File: src/rtl/fp_minmax_cmp_stream.sv
// fp_minmax_cmp_stream
// Pipelined IEEE-754 sign/compare/select unit with valid/ready handshake on
// both sides. The result is computed combinationally from the input beat and
// then travels through LATENCY register stages that all advance together.
// Supported ops: ABS, NEG, MIN, MAX, CMP_EQ, CMP_LT, CMP_LE, COPYSIGN.
// Each result carries the IEEE invalid-operation flag alongside it.

module fp_minmax_cmp_stream #(
  parameter  int EXP_W   = 8,
  parameter  int MAN_W   = 23,
  parameter  int LATENCY = 2,
  localparam int W       = 1 + EXP_W + MAN_W
) (
  input  logic         aclk,
  input  logic         aresetn,
  input  logic [W-1:0] s_axis_a_tdata,
  input  logic [W-1:0] s_axis_b_tdata,
  input  logic [2:0]   s_axis_op_tdata,
  input  logic         s_axis_tvalid,
  output logic         s_axis_tready,
  output logic [W-1:0] m_axis_result_tdata,
  output logic         m_axis_result_invalid,
  output logic         m_axis_result_tvalid,
  input  logic         m_axis_result_tready
);

  typedef enum logic [2:0] {
    OP_ABS      = 3'd0,
    OP_NEG      = 3'd1,
    OP_MIN      = 3'd2,
    OP_MAX      = 3'd3,
    OP_CMP_EQ   = 3'd4,
    OP_CMP_LT   = 3'd5,
    OP_CMP_LE   = 3'd6,
    OP_COPYSIGN = 3'd7
  } op_e;

  // Canonical quiet NaN: positive, all-ones exponent, only the quiet bit set.
  localparam logic [W-1:0] QNAN = {1'b0, {EXP_W{1'b1}}, 1'b1, {(MAN_W-1){1'b0}}};

  // Pipeline stage storage; index LATENCY-1 drives the output.
  logic [LATENCY-1:0] vld_q;
  logic [LATENCY-1:0] inv_q;
  logic [W-1:0]       data_q [LATENCY];

  logic         adv;
  logic         accept;
  logic [W-1:0] res;
  logic         res_inv;

  // Operand fields and classes.
  logic               a_sign, b_sign;
  logic [EXP_W-1:0]   a_exp,  b_exp;
  logic [MAN_W-1:0]   a_man,  b_man;
  logic               a_nan,  b_nan;
  logic               a_snan, b_snan;
  logic               a_zero, b_zero;
  logic               any_nan, any_snan, both_zero;
  logic               lt_total, ord_lt, ord_eq;

  // Whole pipeline moves when the output slot is empty or being drained.
  always_comb begin
    adv           = m_axis_result_tready | ~m_axis_result_tvalid;
    s_axis_tready = adv;
    accept        = s_axis_tvalid & adv;
  end

  // Classify both operands and derive the ordered relations.
  always_comb begin
    a_sign = s_axis_a_tdata[W-1];
    b_sign = s_axis_b_tdata[W-1];
    a_exp  = s_axis_a_tdata[W-2:MAN_W];
    b_exp  = s_axis_b_tdata[W-2:MAN_W];
    a_man  = s_axis_a_tdata[MAN_W-1:0];
    b_man  = s_axis_b_tdata[MAN_W-1:0];

    a_nan  = (&a_exp) & (|a_man);
    b_nan  = (&b_exp) & (|b_man);
    a_snan = a_nan & ~a_man[MAN_W-1];
    b_snan = b_nan & ~b_man[MAN_W-1];
    a_zero = ~(|a_exp) & ~(|a_man);
    b_zero = ~(|b_exp) & ~(|b_man);

    any_nan   = a_nan | b_nan;
    any_snan  = a_snan | b_snan;
    both_zero = a_zero & b_zero;

    // Sign-magnitude total order on non-NaN values with -0 below +0.
    // Denormals need no special case: magnitude order is the integer order.
    if (a_sign != b_sign)
      lt_total = a_sign;
    else if (a_sign)
      lt_total = s_axis_a_tdata[W-2:0] > s_axis_b_tdata[W-2:0];
    else
      lt_total = s_axis_a_tdata[W-2:0] < s_axis_b_tdata[W-2:0];

    // Comparison ops treat the two zeros as equal.
    ord_lt = lt_total & ~both_zero;
    ord_eq = (s_axis_a_tdata == s_axis_b_tdata) | both_zero;
  end

  // Select the result and invalid flag for the requested op.
  always_comb begin
    // NOTE: every output of a combinational block gets a default before the
    // case so that no path leaves it unassigned and a latch is never inferred.
    res     = '0;
    res_inv = 1'b0;
    case (op_e'(s_axis_op_tdata))
      OP_ABS:      res = {1'b0, s_axis_a_tdata[W-2:0]};
      OP_NEG:      res = {~a_sign, s_axis_a_tdata[W-2:0]};
      OP_COPYSIGN: res = {b_sign, s_axis_a_tdata[W-2:0]};
      OP_MIN, OP_MAX: begin
        res_inv = any_snan;
        if (a_nan & b_nan)
          res = QNAN;
        else if (a_nan)
          res = s_axis_b_tdata;
        else if (b_nan)
          res = s_axis_a_tdata;
        else if (lt_total ^ (s_axis_op_tdata == OP_MAX))
          res = s_axis_a_tdata;
        else
          res = s_axis_b_tdata;
      end
      OP_CMP_EQ: begin
        res     = {{(W-1){1'b0}}, ord_eq & ~any_nan};
        res_inv = any_snan;
      end
      OP_CMP_LT: begin
        res     = {{(W-1){1'b0}}, ord_lt & ~any_nan};
        res_inv = any_nan;
      end
      OP_CMP_LE: begin
        res     = {{(W-1){1'b0}}, (ord_lt | ord_eq) & ~any_nan};
        res_inv = any_nan;
      end
      default: ;
    endcase
  end

  // Pipeline stages: load stage 0 from the compute logic, shift the rest.
  always_ff @(posedge aclk or negedge aresetn) begin
    if (!aresetn) begin
      vld_q <= '0;
      inv_q <= '0;
      // NOTE: the data stages are reset too, not just the valid bits, because
      // the output bus must read zero while the unit is held in reset.
      for (int i = 0; i < LATENCY; i++) data_q[i] <= '0;
    end else if (adv) begin
      // NOTE: non-blocking assignments make every stage sample the old value
      // of its predecessor, so the loop order does not matter.
      vld_q[0]  <= accept;
      inv_q[0]  <= res_inv;
      data_q[0] <= res;
      for (int i = 1; i < LATENCY; i++) begin
        vld_q[i]  <= vld_q[i-1];
        inv_q[i]  <= inv_q[i-1];
        data_q[i] <= data_q[i-1];
      end
    end
  end

  // Output is the last stage; it holds while stalled because adv is low.
  always_comb begin
    m_axis_result_tvalid  = vld_q[LATENCY-1];
    m_axis_result_invalid = inv_q[LATENCY-1];
    m_axis_result_tdata   = data_q[LATENCY-1];
  end

endmodule
File: config.mk
export PLATFORM = sky130hd
export DESIGN_NAME = fp_minmax_cmp_stream
export DESIGN_NICKNAME = d
export VERILOG_FILES = /design/src/rtl/fp_minmax_cmp_stream.sv
export SDC_FILE = /design/constraint.sdc
export NUM_CORES = 1
export LEC_CHECK = 0
export BUFFER_PORTS_ARGS = -buffer_cell sky130_fd_sc_hd__buf_4
export CAP_MARGIN = 15
export CORE_ASPECT_RATIO = 1.4
export CORE_MARGIN = 2
export CORE_UTILIZATION = 35
export DETAILED_ROUTE_END_ITERATION = 8
export MAX_ROUTING_LAYER = met4
export SLEW_MARGIN = 20
export SYNTH_ARGS = -nofsm -noshare
export SYNTH_HDL_FRONTEND = slang
export SYNTH_SLANG_ARGS = --single-unit
File: constraint.sdc
create_clock -name aclk -period 4.9 [get_ports aclk]
set_input_delay 0.735 -clock aclk [delete_from_list [all_inputs] [get_ports aclk]]
set_output_delay 0.735 -clock aclk [all_outputs]
set_load 0.02 [all_outputs]
==> flow_summary_export.csv <==
group,metric,value,unit
power_and_ir_drop,fin_total_pwr,2.019,mW
clock_tree,cts_buffers,9,
setup_path,crit_chain,"buf_4, ha_1, nand4_1, nor4_4, nand2_2, or3_4, o31a_1, a21oi_2, o21a_4, nor4_4, buf_4, a221o_1",
logic_synthesis,synth.net_count,627,
logic_synthesis,synth.most_common_cell,"nand2_1",
worst_hold_path,min_path_type,"reg2reg",
power_and_ir_drop,switchingPower,0.6123,mW
drt,drt_pass1_iterations,4,
power_and_ir_drop,comb_power_share,26.4,%
die,row_count,48,
die,die-width,99.43,um
timing,setup_total_negative_slack,0,ns
logic_synthesis,synth_edf_count,0,
finish,drive_gt1_share,23.27,%
finish,final_core_util,44.18,%
logic_synthesis,netlist_instances,525,
clock_tree,clk_transition_reported_paths,0.06,ns
grt,global_route_wire_length_before_repair,20.95,mm
setup_path,crit_path_top_delay_cell,"or3_4",
drt,finalWirelength,12.98,mm
timing,setup_violations,0,
setup_path,critical_path.startpoint_type,"primary input",
logic_synthesis,synth_fa_ha_area_share,8.693,%
run,max-cap-violations,0,
clock_tree,clock_insertion_delay_worst_skew,0.33,ns
logic_synthesis,postSynthAreaPerCell,8.499,um^2
grt,residual_overflow_from_global_routing,0,
placed_design,dp_hpwl,9.878,mm
grt,grt_pass1_vias,4118,
finish,fin_area,5466,um^2
logic_synthesis,synth.top_cell.area_share,38.14,%
logic_synthesis,ys.flop_type,"dfrtp_1",
setup_path,worstPathBufferInverterCount,2,
worst_hold_path,holdPathStages,2,
die,top_level_ports,106,
timing,worstMarginPinSlew,0.9035,ns
drt,wl_per_cell,17.47,um
finish,diodes,0,
placed_design,port-buffer-count,105,
power_and_ir_drop,static-leakage-power,2.765,nW
timing,finalMaxSlewViolations,0,
clock_tree,cts.htree.levels,3,
timing,min_period,3.241,ns
setup_path,path_depth,12,
clock_tree,cts_root_buffer,"clkbuf_16",
logic_synthesis,synth.cells.most_frequent,"135 x nand2_1, 68 x dfrtp_1, 34 x inv_1",
die,core-area,12370,um^2
setup_path,path_delay_family,"simple AND/OR/NAND/NOR gates",
timing,min_period_over_period,66.15,%
placed_design,dpl-instance-area,5116,um^2
power_and_ir_drop,power_frac_seq,35.7,%
logic_synthesis,synth.yosys.warnings,0,
power_and_ir_drop,netSwitchingFraction,30.32,%
setup_path,critical_path_class,"in2reg",
clock_tree,clkSinkCount,68,
drt,initialDrtViolationCount,205,
power_and_ir_drop,clock_power_share,37.9,%
grt,grt_start_max_net_pins,69,
setup_path,worst_path_largest_cell_delay,0.40,ns
power_and_ir_drop,internal_power,1.407,mW
setup_path,timing.reg2reg.worst_path_depth,5,
clock_tree,clock_tree.buffer_depth,2,
clock_tree,cts_resized,0,
timing,rsz0062_at_grt,"false",
clock_tree,tritoncts,"yes",
die,die_area,13680,um^2
finish,areaGrowthSynthToFinish,22.52,%
logic_synthesis,synth_xor_xnor_area_share,0.3926,%
grt,grt_antenna_before_repair,0,
die,initial_core_util,36.06,%
logic_synthesis,synth.yosys.seq_area_share,38.14,%
logic_synthesis,synth_top_cell_by_area,"dfrtp_1",
power_and_ir_drop,cellPowerDensity,369.4,nW/um^2
setup_path,required,5.11,ns
logic_synthesis,ys_async_sr_fraction,100.0,%
setup_path,timing.critical_path.arrival,3.45,ns
logic_synthesis,area_fraction_in_compound_gates_after_synthesis,16.04,%
drt,drt.antenna.violating_nets,0,
setup_path,critPathCaptureType,"register",
logic_synthesis,portion_of_netlist_area_occupied_by_mux_cells,0.2243,%
finish,fin_nets,690,
drt,detailroute.via_count,4047,
timing,worst_slew_margin_rel,39.77,%
logic_synthesis,synth_cell_types,52,
outcome,status,"completed",
logic_synthesis,synth.area.top_cells,"dfrtp_1 38%, nand2_1 11%, ha_1 8.7%",
logic_synthesis,synth-simple-area-share,25.52,%
logic_synthesis,ys_ff_latch,68,
timing,hold_slack,0.4625,ns
power_and_ir_drop,irDropWorstVdd,0.1500,mV
timing,timing.final.hold_violations,0,
placed_design,final_weighted_congestion_in_routability_driven_placement,0.8302,
clock_tree,cts_setup_buffers,0,
logic_synthesis,synth_top_family_by_area,"simple AND/OR/NAND/NOR gates",
drt,drc_markers,0,
grt,groute.usage.overall,20.32,%
drt,routed_via_density,5.447,
timing,clock_skew,0.006659,ns
setup_path,worstPathMaxFanout,21,
die,fp.dieH,137.6,um
timing,timing_limited_maximum_frequency,308.5,MHz
logic_synthesis,mappedNetlistArea,4462,um^2
clock_tree,postCtsHoldBufs,0,
-- worst min-delay path: cells and delay by family (launching register included) --
kind,cells,cell delay (ns)
simple gates,2,0.10
flops,1,0.33
-- per-stage QoR --
| stage | setup WS [ns] | instances |
|---|---|---|
| finish | 1.659 | 743 |
| detailed placement | 1.324 | 727 |
| global route | 1.462 | 743 |
| floorplan | 1.726 | 525 |
| CTS | 1.666 | 743 |
| global placement | 1.415 | 727 |
-- power by group through the flow --
stage               sequential (mW)  combinational, mW  clock [mW]
finish                        0.721              0.533       0.765
global route                  0.733              0.589       0.804
CTS                           0.722              0.541       0.779
detailed placement            0.732              0.539           0
global placement              0.732              0.530           0
floorplan                     0.715              0.388           0
-- metal layers --
| layer | track usage, % | wire, um | part of all wire (%) |
|---|---|---|---|
| met1 | 22.52 | 5263 | 41 |
| met5 | - | 0 | 0 |
| met3 | 3.399 | 539 | 4.2 |
| met2 | 36.56 | 6864 | 53 |
| met4 | 7.534 | 312 | 2.4 |
-- cell type report --
type | instances | area (um^2)
fill | 1246 | 6905
tap | 150 | 187.7
clock buffer | 11 | 242.7
clock inverter | 5 | 107.6
multi-input combinational | 365 | 2277
sequential | 68 | 1702
timing repair buffer | 109 | 818.3
inverter | 35 | 131.4
-- flip-flops by register name (all words and copies together), names as in the netlist --
register and count:
vld_q 2, m_axis_result_tdata 32, inv_q 2, data_q 32
-- cells in the final DEF (no fill, tap or decap), types with 3 or more instances in the layout --
cell type  Yosys  routed
a31oi_1        6       6
bufinv_16      0       3
a221o_1       21      21
dfrtp_1       68      68
o31ai_1        6       6
nand4_1        9       9
a21oi_1       24      24
or3_1          4       4
inv_1         34      34
nor3_1         7       7
nand3_1        9       9
and3_1         5       5
buf_4         32     109
and2_1        22      22
nand2_1      135     135
nand2b_1       3       3
clkbuf_16      0       9
nor4_1        14      14
nor2_1        17      17
o21ai_0        9       9
a21boi_0       3       3
ha_1          31      31
o32a_1         5       5
nand3b_1       3       3
-- path summary, 6_finish.rpt --
| check | slack [ns] | from | end |
|---|---|---|---|
| min in group asynchronous | 0.51 | aresetn | m_axis_result_tdata[15] |
| worst min register to register | 0.46 | data_q[43] | m_axis_result_tdata[11] |
| worst min-delay path | 0.46 | data_q[43] | m_axis_result_tdata[11] |
| worst max-delay path | 1.66 | s_axis_a_tdata[26] | data_q[39] |
| worst max register to register | 2.99 | vld_q[1] | data_q[39] |
| max in group asynchronous | 3.78 | aresetn | inv_q[1] |
-- cell families after synthesis --
group | count (synthesis)
flip-flops | 68
XOR/XNOR | 2
multiplexers | 1
adder cells (fa/ha/maj) | 31
AND/OR/NAND/NOR | 238
AO/OA/AOI/OAI | 93
buffers and inverters | 92
No activity file was read; power rests on OpenSTA's default activity.
